`src/rtl/mul_pkg.sv`:
```
// Shared definitions for the shift-and-add multiplier: FSM state encoding
// and the default operand width.
package mul_pkg;

    typedef enum logic [1:0] {
        IDLE = 2'd0,
        RUN  = 2'd1,
        DONE = 2'd2
    } state_t;

    localparam int MUL_W = 32;

endpackage

```
`src/rtl/add_w.sv`:
```
// W-bit ripple-style adder with carry-in and carry-out; used as the
// datapath adder of the sequential multiplier.
module add_w #(
    parameter int W = 32
) (
    input  logic [W-1:0] a,
    input  logic [W-1:0] b,
    input  logic         cin,
    output logic [W-1:0] sum,
    output logic         cout
);

    logic [W:0] total;

    // Widen by one bit so the carry-out falls out of the addition.
    always_comb begin
        total = {1'b0, a} + {1'b0, b} + {{W{1'b0}}, cin};
        sum   = total[W-1:0];
        cout  = total[W];
    end

endmodule

```
`src/rtl/shift_add_mul.sv`:
```
// Sequential unsigned multiplier: accepts two W-bit operands over a
// valid/ready handshake, performs one shift-and-add step per clock for
// exactly W cycles, then holds the 2W-bit product until it is taken.
module shift_add_mul
    import mul_pkg::*;
#(
    parameter int W = MUL_W
) (
    input  logic           clk,
    input  logic           rst_n,
    input  logic           in_valid,
    output logic           in_ready,
    input  logic [W-1:0]   a,
    input  logic [W-1:0]   b,
    output logic           out_valid,
    input  logic           out_ready,
    output logic [2*W-1:0] product,
    output logic           busy
);

    localparam int CW = $clog2(W);

    state_t        state;
    state_t        state_nxt;
    logic [W-1:0]  mcand;
    logic [W-1:0]  acc_hi;
    logic [W-1:0]  acc_lo;
    logic [CW-1:0] cnt;

    logic [W-1:0]  addend;
    logic [W-1:0]  sum;
    logic          cout;
    logic          accept;

    // Multiplicand is added only when the current multiplier LSB is set.
    always_comb begin
        addend = acc_lo[0] ? mcand : '0;
    end

    add_w #(
        .W (W)
    ) u_add (
        .a    (acc_hi),
        .b    (addend),
        .cin  (1'b0),
        .sum  (sum),
        .cout (cout)
    );

    // Next-state logic and handshake outputs.
    always_comb begin
        state_nxt = state;
        in_ready  = 1'b0;
        out_valid = 1'b0;
        busy      = 1'b0;
        unique case (state)
            IDLE: begin
                in_ready = 1'b1;
                if (in_valid) begin
                    state_nxt = RUN;
                end
            end
            RUN: begin
                busy = 1'b1;
                if (cnt == '0) begin
                    state_nxt = DONE;
                end
            end
            DONE: begin
                busy      = 1'b1;
                out_valid = 1'b1;
                if (out_ready) begin
                    state_nxt = IDLE;
                end
            end
            default: begin
                state_nxt = IDLE;
            end
        endcase
    end

    always_comb begin
        accept = in_valid && in_ready;
    end

    // State register.
    always_ff @(posedge clk or negedge rst_n) begin
        if (!rst_n) begin
            state <= IDLE;
        end else begin
            state <= state_nxt;
        end
    end

    // Datapath: load on accept, shift the (2W+1)-bit {cout,sum,acc_lo} right
    // each RUN cycle so the carry-out lands in acc_hi's MSB.
    always_ff @(posedge clk or negedge rst_n) begin
        if (!rst_n) begin
            mcand  <= '0;
            acc_hi <= '0;
            acc_lo <= '0;
            cnt    <= '0;
        end else if (accept) begin
            mcand  <= a;
            acc_hi <= '0;
            acc_lo <= b;
            cnt    <= CW'(W - 1);
        end else if (state == RUN) begin
            acc_hi <= {cout, sum[W-1:1]};
            acc_lo <= {sum[0], acc_lo[W-1:1]};
            if (cnt != '0) begin
                cnt <= cnt - 1'b1;
            end
        end
    end

    always_comb begin
        product = {acc_hi, acc_lo};
    end

endmodule
```
`config.mk`:
```
export PLATFORM = sky130hd
export DESIGN_NAME = shift_add_mul
export DESIGN_NICKNAME = d
export VERILOG_FILES = /design/src/rtl/mul_pkg.sv /design/src/rtl/add_w.sv /design/src/rtl/shift_add_mul.sv
export SDC_FILE = /design/constraint.sdc
export NUM_CORES = 1
export LEC_CHECK = 0
export ABC_AREA = 1
export CAP_MARGIN = 15
export CORE_ASPECT_RATIO = 0.75
export CORE_MARGIN = 3
export CORE_UTILIZATION = 54
export CTS_BUF_LIST = sky130_fd_sc_hd__clkbuf_2
export DETAILED_ROUTE_END_ITERATION = 10
export PLACE_DENSITY_LB_ADDON = 0.12
export SLEW_MARGIN = 30
export SYNTH_ARGS = -nofsm -noshare
export SYNTH_HDL_FRONTEND = slang
export SYNTH_HIERARCHICAL = 1
export SYNTH_SLANG_ARGS = --single-unit
```
`constraint.sdc`:
```
create_clock -name clk -period 3.2 [get_ports clk]
set_input_delay 0.48 -clock clk [delete_from_list [all_inputs] [get_ports clk]]
set_output_delay 0.48 -clock clk [all_outputs]
set_load 0.01 [all_outputs]
```
==> results_dict.tcl, run 1 <==
set metrics [dict create \
    fmax_mhz 393 \
    dp_slack_ns 0.766 \
    leakage_nw 4.97 \
    drc 0 \
    fin_crit_sh 0.796 \
    wl_per_cell_um 13.4 \
    gp_congestion 0.968 \
    syn_nets 1188 \
    ys_warn_count 6 \
    cts_buffers 9 \
    hp-class "in -> reg" \
    hold_path_end "mcand[15]" \
    grt_max_degree 104 \
    setup_viol 0 \
    start_util 0.563 \
    slew_viol_final 0 \
    finClkSkew_ns 0.0433 \
    crit_required_ns 2.72 \
    cp-end-kind "primary output" \
    ios 135 \
    area_growth_pct 22.8 \
    avgSynthCellArea_um2 6.50 \
    num_vias 6819 \
    fin_crit_ns 2.55 \
    dp.cells 1355 \
    final_hold_viol_count 0 \
    min_from "a[15]" \
    yosysSeqAreaShare 0.367 \
    cts_resized 0 \
    grt_pass1_wl_mm 30.3 \
    worstPathArrival_ns 2.07 \
    coreArea_um2 12500 \
    path_class "reg -> out" \
    synth_area_um2 7030 \
    synth.ff_latch_count 103 \
    viasPerCell 4.97 \
    cts-root-buf "clkbuf_2" \
    holdPathStages 3 \
    drt_iter0_drc 376 \
    htreeDepth 3 \
    routed_wl_mm 18.4 \
    setup_slack_ns 0.652 \
    clk_latency_ns 0.60 \
    fp-row-count 35 \
    grt_pass1_vias 6260 \
    dp_hpwl_mm 13.5 \
    rr_endpoint "acc_hi[27]" \
    clk_pin_slew_ns 0.32 \
    run_status "complete, no violations" \
    postRouteAntennaNets 0 \
    critPathMaxFanout 4 \
    grt_setup_unrepaired "no" \
    worstMarginPinSlew_ns 0.758 \
    cts_sinks 103 \
    r2r_setup_slack_ns 0.78 \
    die_h_um 105 \
    die-area_um2 14400 \
    gr-total-overflow 0 \
    n_antenna_cell 0 \
    cts_tree "yes" \
    portBuffers 134 \
    fillers 1150 \
    p_per_area_nw_per_um2 971 \
    start_kind "flop" \
    clockBufferDepth 2 \
    irDropWorstVdd_mv 0.980 \
    syn_inst 1081 \
    drt_pass1_iterations 5 \
    reg2reg_depth 16 \
    antenna_found_initial 0 \
    fin_cells 1372 \
    track_usage 0.258 \
    r2r-start "acc_lo[0]" \
    final.setup.tns_ns 0 \
    drv_cap 0 \
    fin_nets 1308 \
    drive_above_1_share 0.0307 \
    synth_cell_types 31 \
    relSlewSlack 0.495 \
    die_w_um 138 \
]
power by group:
part	internal [W]	total (W)	switching, W
Combinational	0.00214	0.00527	0.00313
Sequential	0.00194	0.00238	0.000435
Clock	0.000269	0.000740	0.000471
synth_stat cells (all sizes together):
cell type	n	area [um2]
o21bai	1	7.51
clkbuf	11	43.8
o21ai	119	596
fa	2	40.0
nor3	5	25.0
a21boi	1	7.51
xor2	14	123
nor3b	1	7.51
xnor2	1	8.76
ha	37	463
a21o	1	7.51
nand3	43	220
or2	1	6.26
a21oi	25	125
dfrtp	103	2580
o211ai	1	7.51
nand4	3	18.8
inv	189	709
conb	1	3.75
nand3b	1	7.51
nand2	389	1480
buf	23	129
nor2	109	414
worst max path at each step:
stage / startpoint / endpoint / cells past startpoint
floorplan: acc_lo[0] / acc_hi[27] / 17
global placement: acc_lo[0] / acc_hi[27] / 16
detailed placement: acc_lo[0] / acc_hi[27] / 16
CTS: state[1] / in_ready / 3
global route: state[1] / in_ready / 3
finish: state[1] / in_ready / 3
area by class of cell:
class	count	area (um2)	share of cell area
clock buffer	10	50.0	0.00580
clock inverter	6	92.6	0.0107
sequential	103	2580	0.299
multi-input combinational	755	3570	0.414
timing repair buffer	143	1420	0.165
tap	166	208	0.0241
inverter	189	709	0.0822
worst max-delay path, stage by stage (launching register included):
cell and delay (ns):
dfrtp_1 0.47, inv_1 0.15, ha_1 0.27, clkdlybuf4s50_1 0.58
state kept, by name (all words and copies together), names as in the netlist:
name,count
cnt,5
state,2
mcand,32
acc_hi,32
acc_lo,32
kinds of logic after synthesis:
kind of cell	count (synthesis)	share of synthesized area
AO/OA/AOI/OAI	148	0.107
XOR/XNOR	15	0.0187
adder cells (fa/ha/maj)	39	0.0716
buffers and inverters	223	0.126
flip-flops	103	0.367
other	1	0.000534
AND/OR/NAND/NOR	552	0.310
per-layer routing:
metal,share of wire,GRT usage,vias up
li1,-,-,3534
met5,0,0,-
met1,0.50,0.395,3087
met3,0.057,0.0491,21
met4,0.012,0.0472,0
met2,0.43,0.384,177
metrics by stage:
step           cell area (um2)  power (W)  hold WS [ns]  utilization
2_1_floorplan             7030    0.00579         0.184            -
3_3_place_gp              8480    0.00756         0.462        0.679
3_5_place_dp              8480    0.00763         0.465        0.679
4_1_cts                   8630    0.00840         0.320        0.691
5_1_grt                   8630    0.00923         0.324        0.691
6_report                  8630    0.00838         0.350        0.691
what timing repair did:
item | CTS | global route
buffers inserted | 0 | 0
endpoints found under the setup margin | 0 | 0
hold buffers | 1 | 0
hold endpoints to repair | 103 | 0
placed cells by master, fill, tap and decap left out, types with 2 or more instances in the layout:
cell type / synthesis / routed
dfrtp_1: 103 / 103
o21ai_0: 47 / 47
inv_1: 187 / 187
nand3_1: 42 / 42
nor2_2: 2 / 2
xor2_1: 14 / 14
inv_2: 2 / 2
nand2_2: 7 / 6
nor2_1: 107 / 107
fa_1: 2 / 2
o21ai_1: 72 / 72
bufinv_16: 0 / 2
nand4_1: 3 / 3
buf_4: 3 / 8
a21oi_1: 25 / 25
nor3_1: 5 / 5
clkdlybuf4s50_1: 0 / 133
clkbuf_2: 2 / 10
ha_1: 37 / 37
nand2_1: 382 / 382
No activity file was read; power rests on OpenSTA's default activity.
==> run 2: changes to the inputs <==
Settings changed: CORE_UTILIZATION 54 to 49.
Clock period 3.2 ns to 2.3 ns, I/O delays scaled along.
==> run 2 against run 1 <==
Effect of this change: via count rose by 3.1%; die area rose by 9.7%; first-iteration DRC count rose by 53%; worst setup slack got worse by 0.63 ns; combinational power rose by 56%; cell area rose by 6.8%; sequential power rose by 41%; cell count rose by 2.3%; utilization fell by 2.8 points.
==> results_dict.tcl, run 2 (same netlist as run 1, synthesis figures left out) <==
set metrics [dict create \
    run_status "complete, no violations" \
    ios 135 \
    fin_crit_ns 2.27 \
    track_usage 0.250 \
    irDropWorstVdd_mv 0.873 \
    slew_viol_final 0 \
    leakage_nw 5.17 \
    die_w_um 144 \
    num_vias 7028 \
    r2r_setup_slack_ns 0.03 \
    start_util 0.506 \
    postRouteAntennaNets 0 \
    switching_share 0.478 \
    seq_power_share 0.266 \
    path_class "reg -> reg" \
    fmax_mhz 440 \
    coreArea_um2 13900 \
    portBuffers 134 \
    layout_common_cells "nand2_1, inv_1, clkdlybuf4s50_1" \
    drt_iter0_drc 575 \
    drv_cap 0 \
    fin_crit_sh 0.988 \
    htreeDepth 3 \
    cts_buffers 9 \
    relSlewSlack 0.622 \
    grt_pass1_wl_mm 31.5 \
    dp_hpwl_mm 14.3 \
    power_switching_w 0.00603 \
    grt_setup_unrepaired "yes" \
    die_h_um 110 \
    r2r-start "acc_lo[0]" \
    start_kind "flop" \
    setup_viol 0 \
    hp-class "in -> reg" \
    die-area_um2 15800 \
    reg2reg_depth 14 \
    p_comb_frac 0.652 \
    viasPerCell 5.01 \
    crit_path_end "acc_hi[11]" \
    n_antenna_cell 0 \
    clockBufferDepth 2 \
    final_common_cell "nand2_1" \
    cts-root-buf "clkbuf_2" \
    rr_endpoint "acc_hi[11]" \
    grt_pass1_vias 6292 \
    clkPwrFrac 0.082 \
    grt_max_degree 104 \
    gp_congestion 0.915 \
    final_util 0.664 \
    intPower_w 0.00660 \
    cts_sinks 103 \
    fp-row-count 37 \
    p_per_area_nw_per_um2 1370 \
    drt_pass1_iterations 6 \
    power_w 0.0126 \
    routed_wl_mm 19.8 \
    area_growth_pct 31.2 \
    critPathMaxFanout 4 \
    clk_pin_slew_ns 0.30 \
    worstSetupStartpoint "acc_lo[0]" \
    fillers 1265 \
    cp-end-kind "flop" \
    cts_tree "yes" \
    finClkSkew_ns 0.0324 \
    crit_required_ns 2.85 \
    fin_nets 1331 \
    clk_latency_ns 0.61 \
    gr-total-overflow 0 \
    holdPathStages 3 \
    worstPathArrival_ns 2.82 \
    final_hold_viol_count 0 \
    worstMarginPinSlew_ns 0.568 \
    drc 0 \
    drive_above_1_share 0.107 \
    wl_per_cell_um 14.1 \
    largest_registers "acc_hi: 32 flops, acc_lo: 32 flops, mcand: 32 flops" \
    antenna_found_initial 0 \
]
## run 2: cell count changes in the layout (fill, tap and decap cells not counted), sizes merged
cell / before / now
buf: 9 / 32
dlymetal6s2s: 0 / 3
dlygate4sd2: 0 / 1
clkinvlp: 1 / 0
clkinv: 1 / 2
clkdlybuf4s50: 133 / 129
## run 2: metrics by stage
step | setup slack (ns) | cell area, um2 | hold WS (ns) | setup TNS [ns] | cells
floorplan | 0.152 | 7030 | 0.0494 | 0 | 1081
global route | -0.134 | 9220 | 0.162 | -1.32 | 1404
finish | 0.0267 | 9220 | 0.205 | 0 | 1404
CTS | 0.00196 | 8860 | 0.168 | 0 | 1401
global placement | 0.0648 | 8680 | 0.457 | 0 | 1382
detailed placement | 0.00214 | 8680 | 0.458 | 0 | 1382
## run 2: worst min-delay path by stage
stage | slack [ns] | endpoint | start
2_1_floorplan | 0.05 | acc_hi[0] | rst_n
3_3_place_gp | 0.46 | cnt[4] | cnt[4]
3_5_place_dp | 0.46 | mcand[4] | rst_n
4_1_cts | 0.17 | mcand[26] | a[26]
5_1_grt | 0.16 | mcand[27] | a[27]
6_report | 0.20 | mcand[23] | a[23]
## run 2: layout make-up
class	instances	area, um2	share of cell area
Clock buffer	10	50.0	0.00543
Inverter	189	709	0.0770
Multi-Input combinational cell	755	3920	0.425
Clock inverter	6	92.6	0.0100
Tap cell	175	219	0.0238
Sequential cell	103	2580	0.280
Timing Repair Buffer	166	1650	0.179
## run 2: power groups by stage
stage / sequential (W) / combinational [W] / clock (W)
6_report: 0.00336 / 0.00823 / 0.00104
3_3_place_gp: 0.00336 / 0.00750 / 0
2_1_floorplan: 0.00347 / 0.00459 / 0
4_1_cts: 0.00333 / 0.00770 / 0.00106
3_5_place_dp: 0.00335 / 0.00762 / 0
5_1_grt: 0.00348 / 0.00922 / 0.00113
## run 2: timing repair
item                                    in CTS  in global routing
pin swaps                                    0                 11
endpoints found under the setup margin       3                 27
setup buffers                                2                  3
endpoints found under the hold margin      103                  0
gates cloned                                 0                  0
gates resized for setup                      5                 77
hold buffers                                 1                  0
## run 2: worst max-delay path, cell delays in order (launching register included)
cell and delay [ns]:
dfrtp_1 0.48, nand2_1 0.10, inv_2 0.04, fa_2 0.38, fa_2 0.36, nand3_2 0.09, nand3_2 0.08, nand2_2 0.08
nand2_4 0.07, nand2_4 0.08, nand2_4 0.06, buf_4 0.13, xor2_1 0.13, nor2_1 0.09, nor2_1 0.05
## run 2: routing by layer
metal | vias up | GRT usage | wire [um]
met4 | 0 | 0.0366 | 157
met3 | 19 | 0.0496 | 1240
met1 | 3206 | 0.374 | 9730
li1 | 3581 | - | -
met2 | 222 | 0.384 | 8650
met5 | - | 0 | 0
